## src/rtl/ppi_scan_pkg.sv

```systemverilog
// Shared types for the PPI scan harness: command opcodes, FSM states and
// the default MISR feedback polynomial.
package ppi_scan_pkg;

  typedef enum logic [1:0] {
    OP_RUN     = 2'b00,
    OP_CAPTURE = 2'b01,
    OP_SHIFT   = 2'b10,
    OP_CLEAR   = 2'b11
  } cmd_op_e;

  typedef enum logic [2:0] {
    S_IDLE,
    S_RUN,
    S_SHIFT,
    S_CAPT,
    S_CLR
  } fsm_state_e;

  localparam logic [15:0] DEF_POLY = 16'h8016;

endpackage

```

## src/rtl/ppi_scan_harness_if.sv

```systemverilog
// Command handshake between the controlling bench and the scan harness.
// master drives the request, slave (the harness) answers with cmd_ready.
interface ppi_scan_harness_if #(
  parameter int unsigned CNT_W = 16
);

  logic                  cmd_valid;
  logic                  cmd_ready;
  ppi_scan_pkg::cmd_op_e cmd_op;
  logic [CNT_W-1:0]      cmd_len;

  modport master (
    output cmd_valid,
    output cmd_op,
    output cmd_len,
    input  cmd_ready
  );

  modport slave (
    input  cmd_valid,
    input  cmd_op,
    input  cmd_len,
    output cmd_ready
  );

endinterface

```

## src/rtl/ppi_scan_misr.sv

```systemverilog
// Multiple-input signature register compacting the partial outputs of the
// cone. Wide inputs are zero-extended and XOR-folded down to SIG_W bits.
module ppi_scan_misr #(
  parameter int unsigned      SIG_W = 16,
  parameter logic [SIG_W-1:0] POLY  = SIG_W'(ppi_scan_pkg::DEF_POLY),
  parameter int unsigned      N_PO  = 19
) (
  input  logic             clk,
  input  logic             rst,
  input  logic             en,
  input  logic             clr,
  input  logic [N_PO-1:0]  data,
  output logic [SIG_W-1:0] sig
);

  localparam int unsigned NCH = (N_PO + SIG_W - 1) / SIG_W;

  logic [NCH*SIG_W-1:0] data_ext;
  logic [SIG_W-1:0]     fold;
  logic [SIG_W-1:0]     sig_q;
  logic [SIG_W-1:0]     sig_d;

  // fold the zero-extended input into one SIG_W word and form the next signature
  always_comb begin
    data_ext           = '0;
    data_ext[N_PO-1:0] = data;
    fold               = '0;
    for (int unsigned i = 0; i < NCH; i++) begin
      fold = fold ^ data_ext[i*SIG_W +: SIG_W];
    end
    sig_d = {sig_q[SIG_W-2:0], 1'b0} ^ (sig_q[SIG_W-1] ? POLY : '0) ^ fold;
  end

  // signature register: cleared by reset or CLEAR, advanced on enable
  always_ff @(posedge clk) begin
    if (rst || clr) begin
      sig_q <= '0;
    end else if (en) begin
      sig_q <= sig_d;
    end
  end

  assign sig = sig_q;

endmodule

```

## src/rtl/ppi_scan_harness.sv

```systemverilog
// PPI scan harness: state register feeding an external combinational cone,
// partial-output capture register, and a shared scan chain {ppi_q, po_q}.
// Build option: define PPI_SCAN_MISR_EN to add the po_d signature (sig_q).
module ppi_scan_harness
  import ppi_scan_pkg::*;
#(
  parameter int unsigned      N_PPI = 5,
  parameter int unsigned      N_PO  = 19,
  parameter int unsigned      CNT_W = 16,
  parameter int unsigned      SIG_W = 16,
  parameter logic [SIG_W-1:0] POLY  = SIG_W'(DEF_POLY)
) (
  input  logic              CK,
  input  logic              RST,
  ppi_scan_harness_if.slave cmd,
  input  logic [N_PPI-1:0]  ns_d,
  input  logic [N_PO-1:0]   po_d,
  output logic [N_PPI-1:0]  ppi_q,
  output logic [N_PO-1:0]   po_q,
  input  logic              scan_in,
  output logic              scan_out,
  output logic              busy,
  output logic              done
`ifdef PPI_SCAN_MISR_EN
  ,
  output logic [SIG_W-1:0]  sig_q
`endif
);

  localparam int unsigned L = N_PPI + N_PO;

  fsm_state_e       state_q, state_d;
  logic [CNT_W-1:0] cnt_q, cnt_d;
  logic             done_q, done_d;

  logic             ready_w;
  logic             run_en, capt_en, shift_en, clr_en;
  logic [L-1:0]     chain_cur;
  logic [L-1:0]     chain_shl;

  // FSM state, cycle counter and registered completion pulse
  always_ff @(posedge CK) begin
    if (RST) begin
      state_q <= S_IDLE;
      cnt_q   <= '0;
      done_q  <= 1'b0;
    end else begin
      state_q <= state_d;
      cnt_q   <= cnt_d;
      done_q  <= done_d;
    end
  end

  // next state: zero-length RUN/SHIFT complete straight from IDLE
  always_comb begin
    state_d = state_q;
    cnt_d   = cnt_q;
    done_d  = 1'b0;
    case (state_q)
      S_IDLE: begin
        if (cmd.cmd_valid) begin
          case (cmd.cmd_op)
            OP_RUN, OP_SHIFT: begin
              if (cmd.cmd_len == '0) begin
                done_d = 1'b1;
              end else begin
                state_d = (cmd.cmd_op == OP_RUN) ? S_RUN : S_SHIFT;
                cnt_d   = cmd.cmd_len;
              end
            end
            OP_CAPTURE: state_d = S_CAPT;
            OP_CLEAR:   state_d = S_CLR;
            default:    state_d = S_IDLE;
          endcase
        end
      end
      S_RUN, S_SHIFT: begin
        cnt_d = cnt_q - 1'b1;
        if (cnt_q == CNT_W'(1)) begin
          state_d = S_IDLE;
          done_d  = 1'b1;
        end
      end
      S_CAPT, S_CLR: begin
        state_d = S_IDLE;
        done_d  = 1'b1;
      end
      default: state_d = S_IDLE;
    endcase
  end

  // per-state datapath enables and handshake outputs
  always_comb begin
    ready_w  = (state_q == S_IDLE);
    run_en   = (state_q == S_RUN);
    shift_en = (state_q == S_SHIFT);
    capt_en  = (state_q == S_CAPT);
    clr_en   = (state_q == S_CLR);
  end

  assign cmd.cmd_ready = ready_w;
  assign busy          = ~ready_w;
  assign done          = done_q;

  assign chain_cur = {ppi_q, po_q};
  assign chain_shl = {chain_cur[L-2:0], scan_in};
  assign scan_out  = chain_cur[L-1];

  // state / partial-output registers: clear, cone update, capture or scan shift
  always_ff @(posedge CK) begin
    if (RST || clr_en) begin
      ppi_q <= '0;
      po_q  <= '0;
    end else if (run_en) begin
      ppi_q <= ns_d;
      po_q  <= po_d;
    end else if (capt_en) begin
      po_q  <= po_d;
    end else if (shift_en) begin
      {ppi_q, po_q} <= chain_shl;
    end
  end

`ifdef PPI_SCAN_MISR_EN
  ppi_scan_misr #(
    .SIG_W (SIG_W),
    .POLY  (POLY),
    .N_PO  (N_PO)
  ) u_misr (
    .clk  (CK),
    .rst  (RST),
    .en   (run_en | capt_en),
    .clr  (clr_en),
    .data (po_d),
    .sig  (sig_q)
  );
`else
  logic unused_misr_cfg;
  assign unused_misr_cfg = (^POLY) ^ (SIG_W == 0);
`endif

endmodule

```

## src/flat_wrapper.sv

```systemverilog
// flat-port wrapper written by rule: the top's interface ports become plain ports
module ppi_scan_harness_flat import ppi_scan_pkg::*;
#(
  parameter int unsigned      N_PPI = 5,
  parameter int unsigned      N_PO  = 19,
  parameter int unsigned      CNT_W = 16,
  parameter int unsigned      SIG_W = 16,
  parameter logic [SIG_W-1:0] POLY  = SIG_W'(DEF_POLY)
)
  (CK, RST, ns_d, po_d, ppi_q, po_q, scan_in, scan_out, busy, done, cmd_cmd_valid, cmd_cmd_op, cmd_cmd_len, cmd_cmd_ready);
  ppi_scan_harness_if #(.CNT_W(CNT_W)) cmd_i ();
  input  logic CK;
  input  logic RST;
  input  logic [N_PPI-1:0] ns_d;
  input  logic [N_PO-1:0] po_d;
  output logic [N_PPI-1:0] ppi_q;
  output logic [N_PO-1:0] po_q;
  input  logic scan_in;
  output logic scan_out;
  output logic busy;
  output logic done;
  input wire logic [$bits(cmd_i.cmd_valid)-1:0] cmd_cmd_valid;
  input wire logic [$bits(cmd_i.cmd_op)-1:0] cmd_cmd_op;
  input wire logic [$bits(cmd_i.cmd_len)-1:0] cmd_cmd_len;
  output wire logic [$bits(cmd_i.cmd_ready)-1:0] cmd_cmd_ready;
  assign cmd_i.cmd_valid = cmd_cmd_valid;
  assign cmd_i.cmd_op = cmd_cmd_op;
  assign cmd_i.cmd_len = cmd_cmd_len;
  assign cmd_cmd_ready = cmd_i.cmd_ready;
  ppi_scan_harness #(.N_PPI(N_PPI), .N_PO(N_PO), .CNT_W(CNT_W), .SIG_W(SIG_W), .POLY(POLY)) u_core (.CK(CK), .RST(RST), .cmd(cmd_i), .ns_d(ns_d), .po_d(po_d), .ppi_q(ppi_q), .po_q(po_q), .scan_in(scan_in), .scan_out(scan_out), .busy(busy), .done(done));
endmodule
```

## config.mk

```make
export PLATFORM = sky130hd
export DESIGN_NAME = ppi_scan_harness_flat
export DESIGN_NICKNAME = d
export VERILOG_FILES = /design/src/rtl/ppi_scan_pkg.sv /design/src/rtl/ppi_scan_harness_if.sv /design/src/rtl/ppi_scan_misr.sv /design/src/rtl/ppi_scan_harness.sv /design/src/flat_wrapper.sv
export SDC_FILE = /design/constraint.sdc
export NUM_CORES = 1
export LEC_CHECK = 0
export CORE_MARGIN = 2
export CORE_UTILIZATION = 48
export CTS_CLUSTER_DIAMETER = 120
export DETAILED_ROUTE_END_ITERATION = 6
export PLACE_DENSITY = 0.81
export SYNTH_ARGS = -nofsm -noshare
export SYNTH_HDL_FRONTEND = slang
export SYNTH_SLANG_ARGS = --single-unit
```

## constraint.sdc

```tcl
create_clock -name CK -period 2.1 [get_ports CK]
set_input_delay 0.42 -clock CK [delete_from_list [all_inputs] [get_ports CK]]
set_output_delay 0.42 -clock CK [all_outputs]
set_load 0.03 [all_outputs]
```

==> flow_metrics.py <==
metrics = {
    "run_status": {
        "run_status": "finished clean",
    },
    "critical_path": {
        "critical_path.top_delay_family": "buffers and inverters",
        "critical_path.cell_chain": "clkdlybuf4s50_1, nor4_1, nand3_1, o221ai_2, buf_12, a211oi_1, a211oi_1",
        "cpPeakStageDelay_ns": 0.44,
        "cp.required_ns": 2.31,
        "r2r_cells": 7,
        "worst-path-max-fanout": 31,
        "critical_path.endpoint_type": "flop",
        "crit_arrival_ns": 2.24,
        "critical_path.slowest_cell": "sky130_fd_sc_hd__clkdlybuf4s50_1",
        "critPathKind": "in -> reg",
        "critical-path-top-cell-by-count": "sky130_fd_sc_hd__a211oi_1",
        "critical_path_depth": 7,
        "critical_path_buf_inv_count": 2,
        "type_of_origin_of_the_critical_path": "input port",
    },
    "logic_synthesis": {
        "synth_warnings": 0,
        "seq_area_frac_synth_pct": 34.7,
        "ys.flop_type": "sky130_fd_sc_hd__dfxtp_1",
        "post_synth_instance_area_um2": 2540,
        "number_of_nets_in_the_synthesized_netlist": 392,
        "synth_cell_types": 42,
        "synth_async_sr_flop_share_pct": 0,
        "synth_area_per_cell_um2": 7.49,
        "postSynthRegisterBits": 44,
        "edff_count_synth": 0,
        "syn_inst": 339,
    },
    "timing": {
        "final-setup-viol-count": 0,
        "clock.fmax_mhz": 493,
        "finalSetupTns_ns": 0,
        "slew_viol_final": 0,
        "layout_worst_path_cycle_share_pct": 96.6,
        "fin_worst_skew_ns": 0.00288,
        "hold_viol_final": 0,
        "timing_worst_slew_pin_value_ns": 0.538,
        "finalHoldWorstSlack_ns": 0.509,
        "relSlewSlack_pct": 63.9,
        "finalCriticalPeriod_ns": 2.03,
        "rsz0062_at_grt": "no",
    },
    "min_path": {
        "hold_path_class": "reg -> reg",
        "min_path_cells": 2,
    },
    "grt": {
        "vias_in_the_first_global_route": 2547,
        "grtUsageTotal_pct": 23.2,
        "grt.overflow.total": 0,
        "grt_antenna_before_repair": 0,
        "global_route_wire_length_before_repair_mm": 11.6,
        "largest_net_degree_at_the_start_of_global_routing": 42,
    },
    "drt": {
        "detailroute.via_count": 2757,
        "highest-signal-layer": "met4",
        "wl_met1_mm": 2.94,
        "drc_errors": 0,
        "drt_pre_antenna_iters": 5,
        "wl_met2_mm": 3.20,
        "wl_met3_um": 493,
        "drtAntennaViolNets": 0,
        "drt_iter0_drc": 225,
        "viasPerCell": 5.66,
        "wire_length_after_detailed_routing_mm": 6.69,
        "routed_wire_length_per_instance_um": 13.7,
    },
    "power": {
        "powerDensity_nw_per_um2": 766,
        "power.leakage_nw": 1.34,
        "vdd_drop_max_v": 0.000391,
    },
    "clock_network": {
        "insertion_delay_ns": 0.30,
        "numCtsBuffers": 5,
        "cts_setup_buffers": 0,
        "cts_max_level": 2,
        "tritoncts_clock_tree": "yes",
        "clock_input_transition_at_the_sequential_cells_of_the_worst_setup_and_hold_paths_ns": 0.08,
        "hold_buffer_count_at_cts": 0,
        "cts.sinks": 44,
        "ctsLongestPathBuffers": 2,
        "cts_root_buf": "sky130_fd_sc_hd__clkbuf_8",
    },
    "place": {
        "numPortBuffers": 73,
        "gp_congestion": 0.862,
        "hpwl_mm": 4.68,
        "dpl_cell_area_um2": 3430,
    },
    "floorplanning": {
        "pin_count": 74,
        "die_h_um": 76.7,
        "floorplan.initialDensity_pct": 49.7,
        "die_area_um2": 5890,
        "placementRows": 26,
        "placeableCoreArea_um2": 5110,
        "die_w_um": 76.7,
    },
    "finish": {
        "design_area_um2": 3520,
        "diodes": 0,
        "nNetsFinal": 469,
        "layout.filler_cells": 442,
        "synthToLayoutAreaGrowth_pct": 38.5,
        "final_core_util_pct": 68.9,
        "final_layout_size_suffix_gt1_share_pct": 10.8,
    },
    "job": {
        "number_of_maximum_capacitance_violations": 0,
    },
}
==> routing by layer <==
metal,up-vias,global-route usage [%]
met5,-,0
met2,108,39.0
met3,7,6.24
met1,1264,30.2
met4,0,4.18
li1,1378,-
==> path summary, 6_finish.rpt <==
| kind | end | slack (ns) | start |
|---|---|---|---|
| worst min register to register | u_core.cnt_q[15] | 0.51 | u_core.cnt_q[15] |
| worst max-delay path | u_core.cnt_q[1] | 0.07 | cmd_cmd_len[8] |
| worst min-delay path | u_core.cnt_q[15] | 0.51 | u_core.cnt_q[15] |
| worst max register to register | u_core.cnt_q[8] | 0.18 | u_core.cnt_q[1] |
==> flip-flops by register name, indices dropped and copies added (netlist names) <==
| name | flops |
|---|---|
| u_core.ppi_q | 5 |
| u_core.cnt_q | 16 |
| u_core.po_q | 19 |
| u_core.state_q | 3 |
| u_core.done | 1 |
==> cells by family (layout without fill, tap and decap cells) <==
kind of cell    count (synthesis)  count (layout)  synth area share (%)
buf+inv                        39             117                  6.75
compound gates                107             107                  26.4
fa+ha+maj                       7               7                  3.45
mux                             7               7                  2.76
xor+xnor                        1               1                 0.345
flops                          44              44                  34.7
simple gates                  134             134                  25.7
==> cells in the final DEF (no fill, tap or decap), types with 7 or more instances in the layout <==
cell type	instances
sky130_fd_sc_hd__nor2_1	58
sky130_fd_sc_hd__nor3_1	20
sky130_fd_sc_hd__a21o_1	10
sky130_fd_sc_hd__ha_1	7
sky130_fd_sc_hd__inv_1	10
sky130_fd_sc_hd__a21oi_1	30
sky130_fd_sc_hd__a31oi_1	16
sky130_fd_sc_hd__o21ai_0	17
sky130_fd_sc_hd__nand3_1	10
sky130_fd_sc_hd__a211oi_1	7
sky130_fd_sc_hd__dfxtp_1	44
sky130_fd_sc_hd__o22ai_1	19
sky130_fd_sc_hd__mux2i_1	7
sky130_fd_sc_hd__nand2_1	23
sky130_fd_sc_hd__buf_4	25
sky130_fd_sc_hd__clkdlybuf4s50_1	71
sky130_fd_sc_hd__nor4_1	7
==> layout make-up <==
| type | count | area (µm²) | share of cell area (%) |
|---|---|---|---|
| Clock buffer | 7 | 86.3 | 2.45 |
| Clock inverter | 1 | 7.51 | 0.213 |
| Timing Repair Buffer | 98 | 927 | 26.4 |
| Inverter | 11 | 41.3 | 1.17 |
| Multi-Input combinational cell | 256 | 1490 | 42.3 |
| Sequential cell | 44 | 881 | 25.0 |
| Tap cell | 70 | 87.6 | 2.49 |
==> worst register-to-register path, cell delays in order, from the launching register on <==
cell and delay [ns]:
sky130_fd_sc_hd__dfxtp_1 0.33, sky130_fd_sc_hd__inv_1 0.11, sky130_fd_sc_hd__ha_1 0.21, sky130_fd_sc_hd__or3b_2 0.50, sky130_fd_sc_hd__nor2_1 0.27, sky130_fd_sc_hd__a21oi_1 0.13, sky130_fd_sc_hd__o21ai_0 0.17, sky130_fd_sc_hd__a21oi_1 0.08
==> where the power goes <==
group          internal (mW)  total, mW  switching, mW  leakage [nW]
logic                  0.497       1.09          0.597         0.936
clock network          0.268      0.558          0.290        0.0445
registers              0.936       1.04          0.107         0.360
==> cells in the mapped netlist, drive strengths merged (2+ instances only) <==
cell type / count / area share, %
nor3: 22 / 4.7
or2: 2 / 0.49
a21oi: 30 / 5.9
inv: 10 / 1.5
nand3: 10 / 2.0
ha: 7 / 3.4
o32ai: 5 / 2.0
mux2i: 7 / 2.8
buf: 11 / 2.6
a21o: 10 / 3.0
clkbuf: 17 / 2.6
nor4: 8 / 2.6
nor2: 58 / 8.6
a211oi: 7 / 2.1
o22ai: 19 / 4.7
a31oi: 16 / 3.9
nand2: 23 / 3.4
o21ai: 17 / 3.3
or3: 2 / 0.54
dfxtp: 44 / 35
==> stage by stage <==
step / instances / setup WS (ns) / power [mW]
after floorplan: 339 / 0.173 / 1.77
after global placement: 479 / -0.154 / 2.13
after detailed placement: 479 / -0.179 / 2.15
after CTS: 487 / 0.0884 / 2.71
after global routing: 487 / 0.00918 / 2.87
final: 487 / 0.0715 / 2.69
==> repair_timing <==
item	in CTS	in global routing
resized for setup	1	0
endpoints found under the setup margin	1	0
endpoints found under the hold margin	0	0
Power figures use the tool's default switching activity.
